===== config.mk =====
export PLATFORM = sky130hd
export DESIGN_NAME = contador_rega
export DESIGN_NICKNAME = d
export VERILOG_FILES = /design/src/rtl/contador_rega.sv
export SDC_FILE = /design/constraint.sdc
export NUM_CORES = 1
export LEC_CHECK = 0
export BUFFER_PORTS_ARGS = -buffer_cell sky130_fd_sc_hd__buf_2
export CAP_MARGIN = 5
export CORE_MARGIN = 5
export CORE_UTILIZATION = 55
export CTS_CLUSTER_DIAMETER = 50
export DETAILED_ROUTE_END_ITERATION = 10
export PLACE_DENSITY_LB_ADDON = 0.2
export SKIP_CTS_REPAIR_TIMING = 1
export SLEW_MARGIN = 20
export SYNTH_ARGS = -nofsm -noshare
export SYNTH_HDL_FRONTEND = slang
export SYNTH_SLANG_ARGS = --single-unit

===== constraint.sdc =====
create_clock -name CLK -period 3.96 [get_ports CLK]
set_clock_uncertainty 0.15 [all_clocks]
set_input_delay 1.188 -clock CLK [delete_from_list [all_inputs] [get_ports CLK]]
set_output_delay 1.188 -clock CLK [all_outputs]
set_load 0.05 [all_outputs]

===== src/rtl/contador_rega.sv =====
`default_nettype none
// ============================================================================
//  Module   : contador_rega
//  Purpose  : Irrigation-cycle timer driving the valve and one BCD digit of
//             remaining time, plus an error flag for the display decoder.
//  Revision : 1.0  initial release
// ============================================================================
module contador_rega #(
  parameter int CLK_DIV = 50000000,
  parameter int DURACAO = 9
) (
  input  logic CLK,
  input  logic RST_N,
  input  logic START,
  input  logic STOP,
  input  logic NIVEL_OK,
  input  logic UMIDO,
  input  logic CLR_ERR,
  output logic C3,
  output logic C2,
  output logic C1,
  output logic C0,
  output logic Er,
  output logic VALVULA,
  output logic FIM
);

  localparam int            PW         = $clog2(CLK_DIV);
  localparam logic [PW-1:0] PRESC_LAST = PW'(CLK_DIV - 1);
  localparam logic [PW-1:0] PRESC_ONE  = PW'(1);
  localparam logic [3:0]    DUR        = 4'(DURACAO);

  typedef enum logic [1:0] {
    IDLE    = 2'd0,
    REGANDO = 2'd1,
    ERRO    = 2'd2
  } state_t;

  state_t        state_q;
  logic [3:0]    count_q;
  logic [PW-1:0] presc_q;
  logic          er_q;
  logic          valv_q;
  logic          fim_q;

  always_ff @(posedge CLK or negedge RST_N) begin
    if (!RST_N) begin
      state_q <= IDLE;
      count_q <= 4'd0;
      presc_q <= '0;
      er_q    <= 1'b0;
      valv_q  <= 1'b0;
      fim_q   <= 1'b0;
    end else begin
      fim_q <= 1'b0;
      case (state_q)
        IDLE: begin
          count_q <= 4'd0;
          presc_q <= '0;
          er_q    <= 1'b0;
          valv_q  <= 1'b0;
          if (START) begin
            if (!NIVEL_OK) begin
              state_q <= ERRO;
              er_q    <= 1'b1;
            end else if (!UMIDO) begin
              state_q <= REGANDO;
              count_q <= DUR;
              valv_q  <= 1'b1;
            end
          end
        end

        // Dry tank outranks manual abort so the operator always sees the fault.
        REGANDO: begin
          if (!NIVEL_OK) begin
            state_q <= ERRO;
            er_q    <= 1'b1;
            valv_q  <= 1'b0;
            presc_q <= '0;
          end else if (STOP || UMIDO) begin
            state_q <= IDLE;
            count_q <= 4'd0;
            valv_q  <= 1'b0;
            presc_q <= '0;
          end else if (presc_q == PRESC_LAST) begin
            presc_q <= '0;
            if (count_q > 4'd1) begin
              count_q <= count_q - 4'd1;
            end else begin
              state_q <= IDLE;
              count_q <= 4'd0;
              valv_q  <= 1'b0;
              fim_q   <= 1'b1;
            end
          end else begin
            presc_q <= presc_q + PRESC_ONE;
          end
        end

        ERRO: begin
          er_q    <= 1'b1;
          valv_q  <= 1'b0;
          presc_q <= '0;
          if (CLR_ERR) begin
            state_q <= IDLE;
            count_q <= 4'd0;
            er_q    <= 1'b0;
          end
        end

        default: begin
          state_q <= IDLE;
          count_q <= 4'd0;
          presc_q <= '0;
          er_q    <= 1'b0;
          valv_q  <= 1'b0;
        end
      endcase
    end
  end

  assign C3      = count_q[3];
  assign C2      = count_q[2];
  assign C1      = count_q[1];
  assign C0      = count_q[0];
  assign Er      = er_q;
  assign VALVULA = valv_q;
  assign FIM     = fim_q;

endmodule
`default_nettype wire

* After elaboration in Yosys (flattened, before gate mapping)
Cells that the tools add are included.
Cells by class: equal/unequal tests 11, order comparisons 1, add/subtract/negate cells 2, multiplexer cells 40, multiply operators 0, divide/modulo/power cells 0, reductions and logical operators 5, bitwise gates (word level) 0, shift operators 0
Operators by type and width (count):
- $mux W26 | 4
- $mux W4 | 8
- $add A26 B1 Y26 const B | 1
- $eq A26 B26 Y1 const B | 1
- $mux W1 | 16
- $mux W2 | 8
- $pmux W4 S3 | 1
- $ne A2 B2 Y1 const B | 4
- $ne A4 B4 Y1 const B | 2
- $ne A3 B3 Y1 const B | 2
- $pmux W2 S3 | 1
- $reduce_and A5 Y1 | 1
- $gt A4 B1 Y1 const B | 1
- $sub A4 B1 Y4 const B | 1
- $pmux W1 S3 | 1
- $reduce_and A3 Y1 | 1
- $eq A2 B1 Y1 const B | 1
- $eq A2 B2 Y1 const B | 1
- $logic_not A2 Y1 | 1
- $pmux W1 S2 | 1
- $reduce_and A2 Y1 | 1
- $logic_or A1 B1 Y1 | 1
Storage, ports and cells: bits in registers 35, bits in read-only memories 0, memories 0, memory bits (writable) 0, word-level logic and storage cells 65, bits in latches 0

* Logic depth before layout (Yosys ltp)
Gate-level depths: netlist of the first run.
word-level depth 6, mapped depth 8

* Least setup slack after synthesis of the first run
No wires, ideal clock.
kind input-to-reg, from input CLR_ERR, to register count_q[3], setup time 0.125 ns, path buffers 0, setup slack 1.503 ns, data required time 3.685 ns, arrival 2.183 ns, stages on the path 4, cell sequence or3b_2 o21ai_0 a21oi_1 mux2_2
On the way: word-level cells in the longest chain between the ends 2
RTL lines:
- start: declaration | RTL line 18 | input logic CLR_ERR,
- $ne A2 B2 Y1 (no source line)
- $reduce_and A3 Y1 (no source line)
- end signal: assignment | RTL line 89 | count_q <= count_q - 4'd1;
- end: declaration | RTL line 40 | logic [3:0] count_q;
Every way passes these cells. A chain may end at the register's enable or synchronous reset.

* Worst setup path in the final report of the first run
from register count_q[2], to output C2
RTL lines:
- end: declaration | RTL line 20 | output logic C2,
No word-level cell between the ends.

==> out/metrics.yaml, run 1 <==
status:
  status: "completed"
critical_path:
  critPathRequiredTime_ns: 2.62
  rr_endpoint: "count_q[3]"
  cpMaxStageDelayCell: "dfrtp_1"
  reg2reg_from: "presc_q[0]"
  cp_max_fo: 6
  end_kind: "output port"
  cp.buffers_inverters: 1
  cpPeakStageDelay_ns: 0.47
  crit_family: "flip-flops"
  rrSetupSlack_ns: 1.54
  crit_chain: "buf_2"
  cp.depth: 1
  critPathKind: "reg -> out"
  r2r_cells: 6
  crit_end: "C2"
  arrival_ns: 1.11
  startpoint: "count_q[2]"
  startpoint_type: "flip-flop"
timing:
  setup_tns_ns: 0
  worst_pin_slew_ns: 0.7453
  finalWorstPathRequiredPeriod_ns: 2.449
  rsz0062_at_grt: "false"
  fin_crit_sh_pct: 61.83
  slew_violations: 0
  slew_headroom_pct: 50.31
  max_freq_mhz: 408.4
  timing.hold.ws_ns: 0.3461
  hold_violations: 0
  setup_viol: 0
floorplan:
  die_x_um: 67.32
  core_area_um2: 3103
  pin_count: 14
  rows: 20
  die_height_um: 67.32
  initial_core_util_pct: 58.23
  die_area_um2: 4531
route:
  drc_errors: 0
  vias: 1371
  routed_via_density: 5.484
  post_drt_wl_per_cell_um: 13.66
  first_iter_violations: 90
  finalWirelength_mm: 3.415
  antenna_left: 0
  drt_first_pass_iters: 4
global_route:
  grt_max_degree: 36
  track_usage_pct: 16.66
  grt_pass1_vias: 1269
  antenna_found_initial: 0
  grt_remaining_overflow: 0
  grt_pass1_wl_mm: 5.692
yosys:
  ys_types: 40
  syn-num-nets: 198
  syn_area_per_cell_um2: 9.610
  synth_seq_area_share_pct: 48.48
  synth-seq-cells: 35
  synth.cell_area_um2: 1807
  yosysWarningCount: 0
  synth_cells: 188
clock_network:
  cts_buffers: 5
  cts.sinks: 35
  clk_latency_ns: 0.34
  clk_pin_slew_ns: 0.12
  cts_max_level: 2
  clock_path_buffers: 2
  cts-root-buf: "clkbuf_4"
  cts_tree: "yes"
power_and_ir_drop:
  ir_worst_vdd_mv: 0.2571
  p_leak_nw: 0.8245
  totalPowerFinal_mw: 0.6124
  power.density_nw_per_um2: 310.9
placement:
  io_buffer_count: 13
  dp_hpwl_mm: 2.420
  place_area_um2: 1909
  gp_congestion: 0.8552
layout:
  final_cell_mix: "35 x dfrtp_1, 35 x nor2_1, 14 x nand3_1"
  nFillCells: 292
  drive_gt1_share_pct: 15.53
  fin_nets: 215
  area_growth_pct: 9.003
  stdcell_area_um2: 1969
  antenna_cells: 0
flow_run:
  cap_violations: 0
hold_path:
  hp-class: "reg -> reg"
==> layout make-up <==
class / instances / area [um^2] / share of cell area, %
Timing Repair Buffer: 14 / 72.57 / 3.685
Clock buffer: 6 / 41.29 / 2.097
Tap cell: 44 / 55.05 / 2.795
Inverter: 7 / 26.28 / 1.334
Multi-Input combinational cell: 142 / 885.9 / 44.98
Sequential cell: 35 / 875.8 / 44.47
Clock inverter: 2 / 12.51 / 0.6353
==> Yosys cell counts <==
library cell | number | area [um^2]
dfrtp_1 | 35 | 875.8
nor2_1 | 35 | 131.4
nand3_1 | 14 | 70.07
xnor2_1 | 13 | 113.9
xor2_1 | 12 | 105.1
nand2_1 | 10 | 37.54
and3_1 | 8 | 50.05
inv_1 | 7 | 26.28
nor3_1 | 7 | 35.03
o21ai_0 | 7 | 35.03
ha_1 | 3 | 37.54
nand4_1 | 3 | 18.77
buf_2 | 2 | 10.01
nand2b_1 | 2 | 12.51
nand3_2 | 2 | 20.02
nor2b_1 | 2 | 12.51
or2_2 | 2 | 12.51
or4_1 | 2 | 15.01
a211oi_1 | 1 | 7.510
a21boi_0 | 1 | 7.510
a21oi_1 | 1 | 5.000
a22o_1 | 1 | 8.760
and2_1 | 1 | 6.260
and4_1 | 1 | 8.760
buf_6 | 1 | 11.26
clkbuf_1 | 1 | 3.750
mux2_2 | 1 | 11.26
nand4_2 | 1 | 12.51
nand4b_1 | 1 | 8.760
nor3_2 | 1 | 10.01
nor4_1 | 1 | 6.260
nor4b_2 | 1 | 15.01
o2111ai_1 | 1 | 8.760
o211ai_1 | 1 | 7.510
o31ai_1 | 1 | 7.510
o32ai_1 | 1 | 8.760
or2_1 | 1 | 6.260
or3_1 | 1 | 6.260
or3b_2 | 1 | 8.760
or4_4 | 1 | 11.26
==> stage by stage <==
step           utilization (%)  instances  setup WS (ns)
3_5_place_dp             61.53        242          1.284
2_1_floorplan                -        188          1.503
5_1_grt                  63.47        250          1.429
6_report                 63.47        250          1.511
4_1_cts                  63.27        250          1.531
3_3_place_gp             61.53        242          1.344
==> report_power, final <==
group	internal, mW	switching, mW	leakage [nW]
clock	0.0686	0.124	0.0282
combinational	0.0150	0.0364	0.311
sequential	0.363	0.00526	0.485
total	0.446	0.166	0.825
==> sequential cells by signal, indices dropped and copies added (netlist names) <==
| name | count |
|---|---|
| count_q | 4 |
| FIM | 1 |
| Er | 1 |
| state_q | 2 |
| VALVULA | 1 |
| presc_q | 26 |
==> kinds of logic (layout without fill, tap and decap cells) <==
| group | after synthesis | count (layout) | share of synthesized area [%] |
|---|---|---|---|
| XOR/XNOR | 25 | 25 | 12.12 |
| AO/OA/AOI/OAI | 15 | 15 | 5.333 |
| AND/OR/NAND/NOR | 98 | 98 | 28.53 |
| multiplexers | 1 | 1 | 0.6232 |
| adder cells (fa/ha/maj) | 3 | 3 | 2.078 |
| buffers and inverters | 11 | 29 | 2.839 |
| flip-flops | 35 | 35 | 48.48 |
==> worst min-delay path by stage <==
stage / start / end / depth (start not counted)
floorplan: presc_q[0] / presc_q[0] / 1
global placement: presc_q[0] / presc_q[0] / 1
detailed placement: presc_q[0] / presc_q[0] / 1
CTS: presc_q[0] / presc_q[0] / 1
global route: presc_q[0] / presc_q[0] / 1
finish: presc_q[0] / presc_q[0] / 1
==> routing by layer <==
metal  track usage, %  routed length, um  up-vias  part of all wire [%]
met3            3.993                108        2                   3.2
li1                 -                  -      676                     -
met2            27.85               1702       20                    50
met5                0                  0        -                     0
met1            21.55               1585      673                    46
met4            4.557                 19        0                  0.56
No activity file was read; power rests on OpenSTA's default activity.
==> run 2, diff against run 1 <==
- ABC_AREA: default -> 1
- clock period: 3.96 -> 2.26 ns (I/O delays scaled with it)
==> run 2 against run 1 <==
Compared with the run above:
- non-clock buffer count unchanged
- global-route usage up 2.4 points
- clock-buffer cell count stayed put
- first-iteration DRC count increased by 7.8%
- largest cell class unchanged
- largest power group is now clock
==> out/metrics.yaml, run 2 <==
layout:
  area_growth_pct: 12.12  # was 9.003%
  stdcell_area_um2: 2420  # was 1969 um^2
  post-route-util_pct: 64.64  # was 63.47%
  finalNonFillerCells: 374  # was 250
  final_cell_mix: "78 x nand2_1, 73 x nor2_1, 35 x dfrtp_1"  # was 35 x dfrtp_1, 35 x nor2_1, 14 x nand3_1
  top_regs: "presc_q (26), count_q (4), state_q (2)"  # unchanged
  regMostFlops: "presc_q"  # unchanged
  largest_reg_flops: 26  # unchanged
  drive_gt1_share_pct: 15.03  # was 15.53%
  fin_nets: 335  # was 215
  nFillCells: 366  # was 292
  antenna_cells: 0  # unchanged
  layout_commonest_cell: "nand2_1"
yosys:
  yosysWarningCount: 0  # unchanged
  synth_top_family_by_area: "simple AND/OR/NAND/NOR gates"  # unchanged
  synthMuxAreaShare_pct: 0  # was 0.6233%
  synth_cells: 306  # was 188
  yosys-top-cells-area: "dfrtp_1 41%, nand2_1 14%, nor2_1 13%, inv_1 5.2%, nand3_1 3.9%"  # was dfrtp_1 48%, nor2_1 7.3%, xnor2_1 6.3%, xor2_1 5.8%, nand3_1 3.9%
  synth_compound_area_share_pct: 4.000  # was 5.332%
  synth-seq-cells: 35  # unchanged
  synth_fa_ha_area_share_pct: 1.739  # was 2.078%
  synthTopCellsByCount: "78 x nand2_1, 73 x nor2_1, 35 x dfrtp_1"  # was 35 x dfrtp_1, 35 x nor2_1, 14 x nand3_1
  synth-xor-area-share_pct: 2.029  # was 12.12%
  yosys_most_used_dff: "dfrtp_1"  # unchanged
  synth_top_cell_area_share_pct: 40.58  # was 48.48%
  syn-num-nets: 316  # was 198
  async_flop_share_pct: 100.0  # unchanged
  yosys.area_share.simple_pct: 44.64  # was 28.53%
  synth.cell_area_um2: 2158  # was 1807 um^2
  synth_edf_count: 0  # unchanged
  yosys.area.top_type: "dfrtp_1"  # unchanged
  synth.most_common_cell: "nand2_1"
  syn_area_per_cell_um2: 7.053  # was 9.610 um^2
  ys_types: 26  # was 40
  synth_seq_area_share_pct: 40.58  # was 48.48%
floorplan:
  pin_count: 14  # unchanged
  core_area_um2: 3744  # was 3103 um^2
  die_x_um: 72.65  # was 67.32 um
  die_area_um2: 5277  # was 4531 um^2
  rows: 22  # was 20
  initial_core_util_pct: 57.65  # was 58.23%
  die_height_um: 72.65  # was 67.32 um
hold_path:
  hp-class: "in -> async"  # was reg -> reg
placement:
  io_buffer_count: 13  # unchanged
  place_inst: 366  # was 242
  place_ws_ns: 0.3372  # was 1.284 ns
  place_area_um2: 2287  # was 1909 um^2
  dp_hpwl_mm: 3.500  # was 2.420 mm
  gp_congestion: 0.9332  # was 0.8552
power_and_ir_drop:
  switchingPower_mw: 0.3228  # was 0.1661 mW
  power.density_nw_per_um2: 593.6  # was 310.9 nW/um^2
  pwr-share-comb_pct: 8.1  # was 8.4%
  clock_power_share_pct: 46.5  # was 31.5%
  intPower_mw: 1.114  # was 0.4463 mW
  p_leak_nw: 1.066  # was 0.8245 nW
  ir_worst_vdd_mv: 0.4672  # was 0.2571 mV
  switching_share_pct: 22.47  # was 27.12%
  p_seq_share_pct: 45.4  # was 60.1%
status:
  status: "completed"  # unchanged
clock_network:
  cts_max_level: 2  # unchanged
  clk_latency_ns: 0.29  # was 0.34 ns
  cts.sinks: 35  # unchanged
  cts_buffers: 5  # unchanged
  clock_path_buffers: 2  # unchanged
  clk_pin_slew_ns: 0.08  # was 0.12 ns
  cts_tree: "yes"  # unchanged
  cts-root-buf: "clkbuf_8"  # was clkbuf_4
route:
  post_drt_wl_per_cell_um: 12.26  # was 13.66 um
  finalWirelength_mm: 4.587  # was 3.415 mm
  first_iter_violations: 97  # was 90
  antenna_left: 0  # unchanged
  drc_errors: 0  # unchanged
  vias: 1933  # was 1371
  drt_first_pass_iters: 4  # unchanged
  routed_via_density: 5.168  # was 5.484
critical_path:
  startpoint_type: "flip-flop"  # unchanged
  crit_chain: "buf_2"  # unchanged
  cpMaxStageDelayCell: "dfrtp_1"  # unchanged
  arrival_ns: 1.02  # was 1.11 ns
  cp.buffers_inverters: 1  # unchanged
  cp_max_fo: 5  # was 6
  reg2reg_from: "presc_q[0]"  # unchanged
  end_kind: "output port"  # unchanged
  startpoint: "count_q[2]"  # unchanged
  critPathRequiredTime_ns: 1.43  # was 2.62 ns
  crit_family: "flip-flops"  # unchanged
  cpPeakStageDelay_ns: 0.44  # was 0.47 ns
  critPathKind: "reg -> out"  # unchanged
global_route:
  grt_pass1_wl_mm: 7.907  # was 5.692 mm
  antenna_found_initial: 0  # unchanged
  track_usage_pct: 19.02  # was 16.66%
  grt_remaining_overflow: 0  # unchanged
  grt_pass1_vias: 1815  # was 1269
  grt_max_degree: 20  # was 36
timing:
  rsz0062_at_grt: "false"  # unchanged
  setup_tns_ns: 0  # unchanged
  setup_viol: 0  # unchanged
  slew_violations: 0  # unchanged
  fin_crit_sh_pct: 81.70
  setup_slack_ns: 0.4137  # was 1.511 ns
  finalWorstPathRequiredPeriod_ns: 1.846
  hold_violations: 0  # unchanged
  slew_headroom_pct: 71.02  # was 50.31%
  max_freq_mhz: 541.6
  worst_pin_slew_ns: 0.4347  # was 0.7453 ns
flow_run:
  cap_violations: 0  # unchanged
## run 2: metal layers
layer | vias up | global-route usage (%) | routed length, um
met5 | - | 0 | 0
met4 | 0 | 4.303 | 44
met3 | 5 | 4.270 | 202
met2 | 41 | 32.46 | 2144
met1 | 887 | 24.52 | 2196
li1 | 1000 | - | -
## run 2: worst reg2reg max path: cells and delay by family, from the launching register on
family / cells / cell delay [ns]
buf+inv: 2 / 0.14
fa+ha+maj: 1 / 0.23
simple gates: 7 / 0.79
flops: 1 / 0.44
## run 2: per-stage QoR
stage | hold WS [ns] | power (mW)
detailed placement | 0.3085 | 0.7819
CTS | 0.1840 | 1.450
finish | 0.1679 | 1.436
global route | 0.2092 | 1.488
floorplan | 0.2324 | 0.7389
global placement | 0.3048 | 0.7801
## run 2: power groups by stage
stage	Clock [mW]	Sequential, mW	Combinational [mW]
3_5_place_dp	0	0.664	0.118
5_1_grt	0.703	0.655	0.131
2_1_floorplan	0	0.692	0.0471
3_3_place_gp	0	0.664	0.116
6_report	0.668	0.652	0.116
4_1_cts	0.680	0.652	0.118
## run 2: worst paths after layout
path	to	slack, ns	cells past startpoint
setup / recovery	C2	0.41	1
hold / removal	presc_q[10]	0.17	1
setup reg to reg	presc_q[23]	0.42	10
hold reg to reg	VALVULA	0.33	2
max in group asynchronous	presc_q[25]	1.34	2
min in group CLK	VALVULA	0.33	2
## run 2: layout make-up
cell class / instances / area (um^2) / share of cell area (%)
clock inverters: 2 / 60.06 / 2.482
repair buffers: 14 / 85.08 / 3.516
flip-flops and latches: 35 / 875.8 / 36.19
clock buffers: 6 / 72.57 / 2.999
inverters: 36 / 135.1 / 5.584
well taps: 48 / 60.06 / 2.482
multi-input cells: 233 / 1131 / 46.74
## run 2: cells by family after synthesis
group	count (synthesis)
simple gates	210
buf+inv	38
flops	35
compound gates	15
xor+xnor	5
fa+ha+maj	3
==> run 3, diff against run 2 <==
- CORE_UTILIZATION: 55 -> 54
- clock period: 2.26 -> 1.55 ns (I/O delays scaled with it)
==> run 3 against run 2 <==
Compared with the run above:
- non-clock buffer count increased by 48
- via count increased by 15%
- largest cell class unchanged
- combinational power increased by 93%
- highest routed layer unchanged
- wire length increased by 25%
- largest power group is now registers
- the flow now finishes with violations (setup timing)
- clock-buffer cell count unchanged
- cell count increased by 14%
- first-iteration DRC count increased by 52%
- critical path depth increased by 8
- clock power increased by 28%
- power increased by 42%
- global-route usage increased by 2.3 points
==> out/metrics.yaml, run 3 (synthesis gave the netlist of run 2 again) <==
power_and_ir_drop:
  intPower_mw: 1.536  # was 1.114 mW
  power.density_nw_per_um2: 668.9  # was 593.6 nW/um^2
  switchingPower_mw: 0.4986  # was 0.3228 mW
  p_leak_nw: 1.345  # was 1.066 nW
  switching_share_pct: 24.50  # was 22.47%
  ir_worst_vdd_mv: 0.6058  # was 0.4672 mV
  clock_power_share_pct: 42.2  # was 46.5%
  p_seq_share_pct: 46.8  # was 45.4%
  pwr-share-comb_pct: 11.0  # was 8.1%
  totalPowerFinal_mw: 2.035  # was 1.436 mW
timing:
  hold_violations: 0  # unchanged
  finalWorstPathRequiredPeriod_ns: 1.677
  slew_headroom_pct: 79.60  # was 71.02%
  setup_viol: 30  # was 0
  fin_crit_sh_pct: 108.2
  setup_slack_ns: -0.1267  # was 0.4137 ns
  setup_tns_ns: -2.378  # was 0 ns
  rsz0062_at_grt: "true"  # was false
  worst_pin_slew_ns: 0.3053  # was 0.4347 ns
  max_freq_mhz: 596.4
  slew_violations: 0  # unchanged
  timing.hold.ws_ns: 0.3022  # was 0.1679 ns
layout:
  regMostFlops: "presc_q"  # unchanged
  post-route-util_pct: 77.15  # was 64.64%
  antenna_cells: 0  # unchanged
  largest_reg_flops: 26  # unchanged
  final_cell_mix: "68 x nand2_1, 65 x nor2_1, 47 x buf_4"  # was 78 x nand2_1, 73 x nor2_1, 35 x dfrtp_1
  top_regs: "presc_q (26), count_q (4), state_q (2)"  # unchanged
  stdcell_area_um2: 3042  # was 2420 um^2
  fin_nets: 386  # was 335
  drive_gt1_share_pct: 36.34  # was 15.03%
  layout_commonest_cell: "nand2_1"  # unchanged
  finalNonFillerCells: 427  # was 374
  area_growth_pct: 40.93  # was 12.12%
placement:
  place_ws_ns: -0.1849  # was 0.3372 ns
  io_buffer_count: 13  # unchanged
  place_inst: 409  # was 366
  dp_hpwl_mm: 3.988  # was 3.500 mm
  place_area_um2: 2670  # was 2287 um^2
  gp_congestion: 0.8761  # was 0.9332
floorplan:
  initial_core_util_pct: 54.74  # was 57.65%
  pin_count: 14  # unchanged
  core_area_um2: 3943  # was 3744 um^2
  die_area_um2: 5361  # was 5277 um^2
  die_x_um: 73.22  # was 72.65 um
  rows: 23  # was 22
  die_height_um: 73.22  # was 72.65 um
status:
  status: "complete, but fails checks"  # was completed
  violations: "setup timing"
critical_path:
  cp_max_fo: 6  # was 5
  arrival_ns: 1.71  # was 1.02 ns
  crit_family: "simple AND/OR/NAND/NOR gates"  # was flip-flops
  cp.buffers_inverters: 2  # was 1
  startpoint_type: "flip-flop"  # unchanged
  critPathMostFrequentCell: "nand2_1"
  end_kind: "flip-flop"  # was output port
  cpMaxStageDelayCell: "dfrtp_1"  # unchanged
  crit_chain: "inv_2, nand2_1, nor2_1, nand2_1, nor2_4, nand2_4, nand2_8, buf_12, nor3_1"  # was buf_2
  critPathRequiredTime_ns: 1.58  # was 1.43 ns
  critPathKind: "reg -> reg"  # was reg -> out
  cpPeakStageDelay_ns: 0.42  # was 0.44 ns
route:
  first_iter_violations: 147  # was 97
  antenna_left: 0  # unchanged
  vias: 2214  # was 1933
  drt_first_pass_iters: 4  # unchanged
  routed_via_density: 5.185  # was 5.168
  finalWirelength_mm: 5.737  # was 4.587 mm
  drc_errors: 0  # unchanged
  post_drt_wl_per_cell_um: 13.44  # was 12.26 um
clock_network:
  cts_max_level: 2  # unchanged
  clk_latency_ns: 0.29  # about the same
  cts_tree: "yes"  # unchanged
  cts-root-buf: "clkbuf_8"  # unchanged
  cts_buffers: 5  # unchanged
  clock_path_buffers: 2  # unchanged
  cts.sinks: 35  # unchanged
  clk_pin_slew_ns: 0.08  # about the same
global_route:
  grt_remaining_overflow: 0  # unchanged
  track_usage_pct: 21.34  # was 19.02%
  grt_max_degree: 26  # was 20
  antenna_found_initial: 0  # unchanged
  grt_pass1_vias: 2077  # was 1815
  grt_pass1_wl_mm: 8.942  # was 7.907 mm
hold_path:
  hp-class: "in -> reg"  # was in -> async
flow_run:
  cap_violations: 0  # unchanged
==> run 3: cell count changes in the layout (fill, tap and decap cells not counted), moves of 5 or more <==
| cell | delta |
|---|---|
| nor2_4 | +6 |
| dfrtp_1 | -5 |
| nand2_1 | -10 |
| nor3_2 | +5 |
| nand2_2 | +6 |
| buf_4 | +47 |
| dfrtp_2 | +5 |
| nor2_1 | -8 |
| buf_2 | -6 |
| nor3_1 | -5 |
==> run 3: path summary, 6_finish.rpt <==
path	from	to	slack, ns	cells after the start
worst max-delay path	presc_q[7]	presc_q[14]	-0.13	9
worst min-delay path	START	Er	0.30	3
worst max register to register	presc_q[7]	presc_q[14]	-0.13	9
worst min register to register	VALVULA	VALVULA	0.37	2
max in group asynchronous	RST_N	state_q[1]	0.38	3
min in group asynchronous	RST_N	presc_q[10]	0.43	2
==> run 3: layout make-up <==
| class | count | area (um^2) |
|---|---|---|
| Fill cell | 289 | 900.9 |
| Timing Repair Buffer | 62 | 490.5 |
| Multi-Input combinational cell | 236 | 1349 |
| Clock buffer | 6 | 82.58 |
| Sequential cell | 35 | 882.1 |
| Inverter | 36 | 140.1 |
| Clock inverter | 2 | 35.03 |
| Tap cell | 50 | 62.56 |
==> run 3: power groups by stage <==
stage	sequential, mW	clock [mW]	combinational [mW]
2_1_floorplan	1.01	0	0.0768
3_3_place_gp	0.969	0	0.190
3_5_place_dp	0.969	0	0.194
4_1_cts	0.952	0.875	0.194
5_1_grt	0.956	0.903	0.243
6_report	0.953	0.858	0.224
==> run 3: worst register-to-register path, delay by kind of cell, from the launching register on <==
family                 cells  cell delay [ns]
buffers and inverters      2             0.20
flip-flops                 1             0.42
AND/OR/NAND/NOR            7             0.81
==> run 3: layer usage <==
metal	vias up	wire [um]	global-route usage (%)
li1	1111	-	-
met1	1024	2534	27.23
met2	65	2725	35.45
met3	14	350	4.683
met4	0	127	7.377
met5	-	0	0
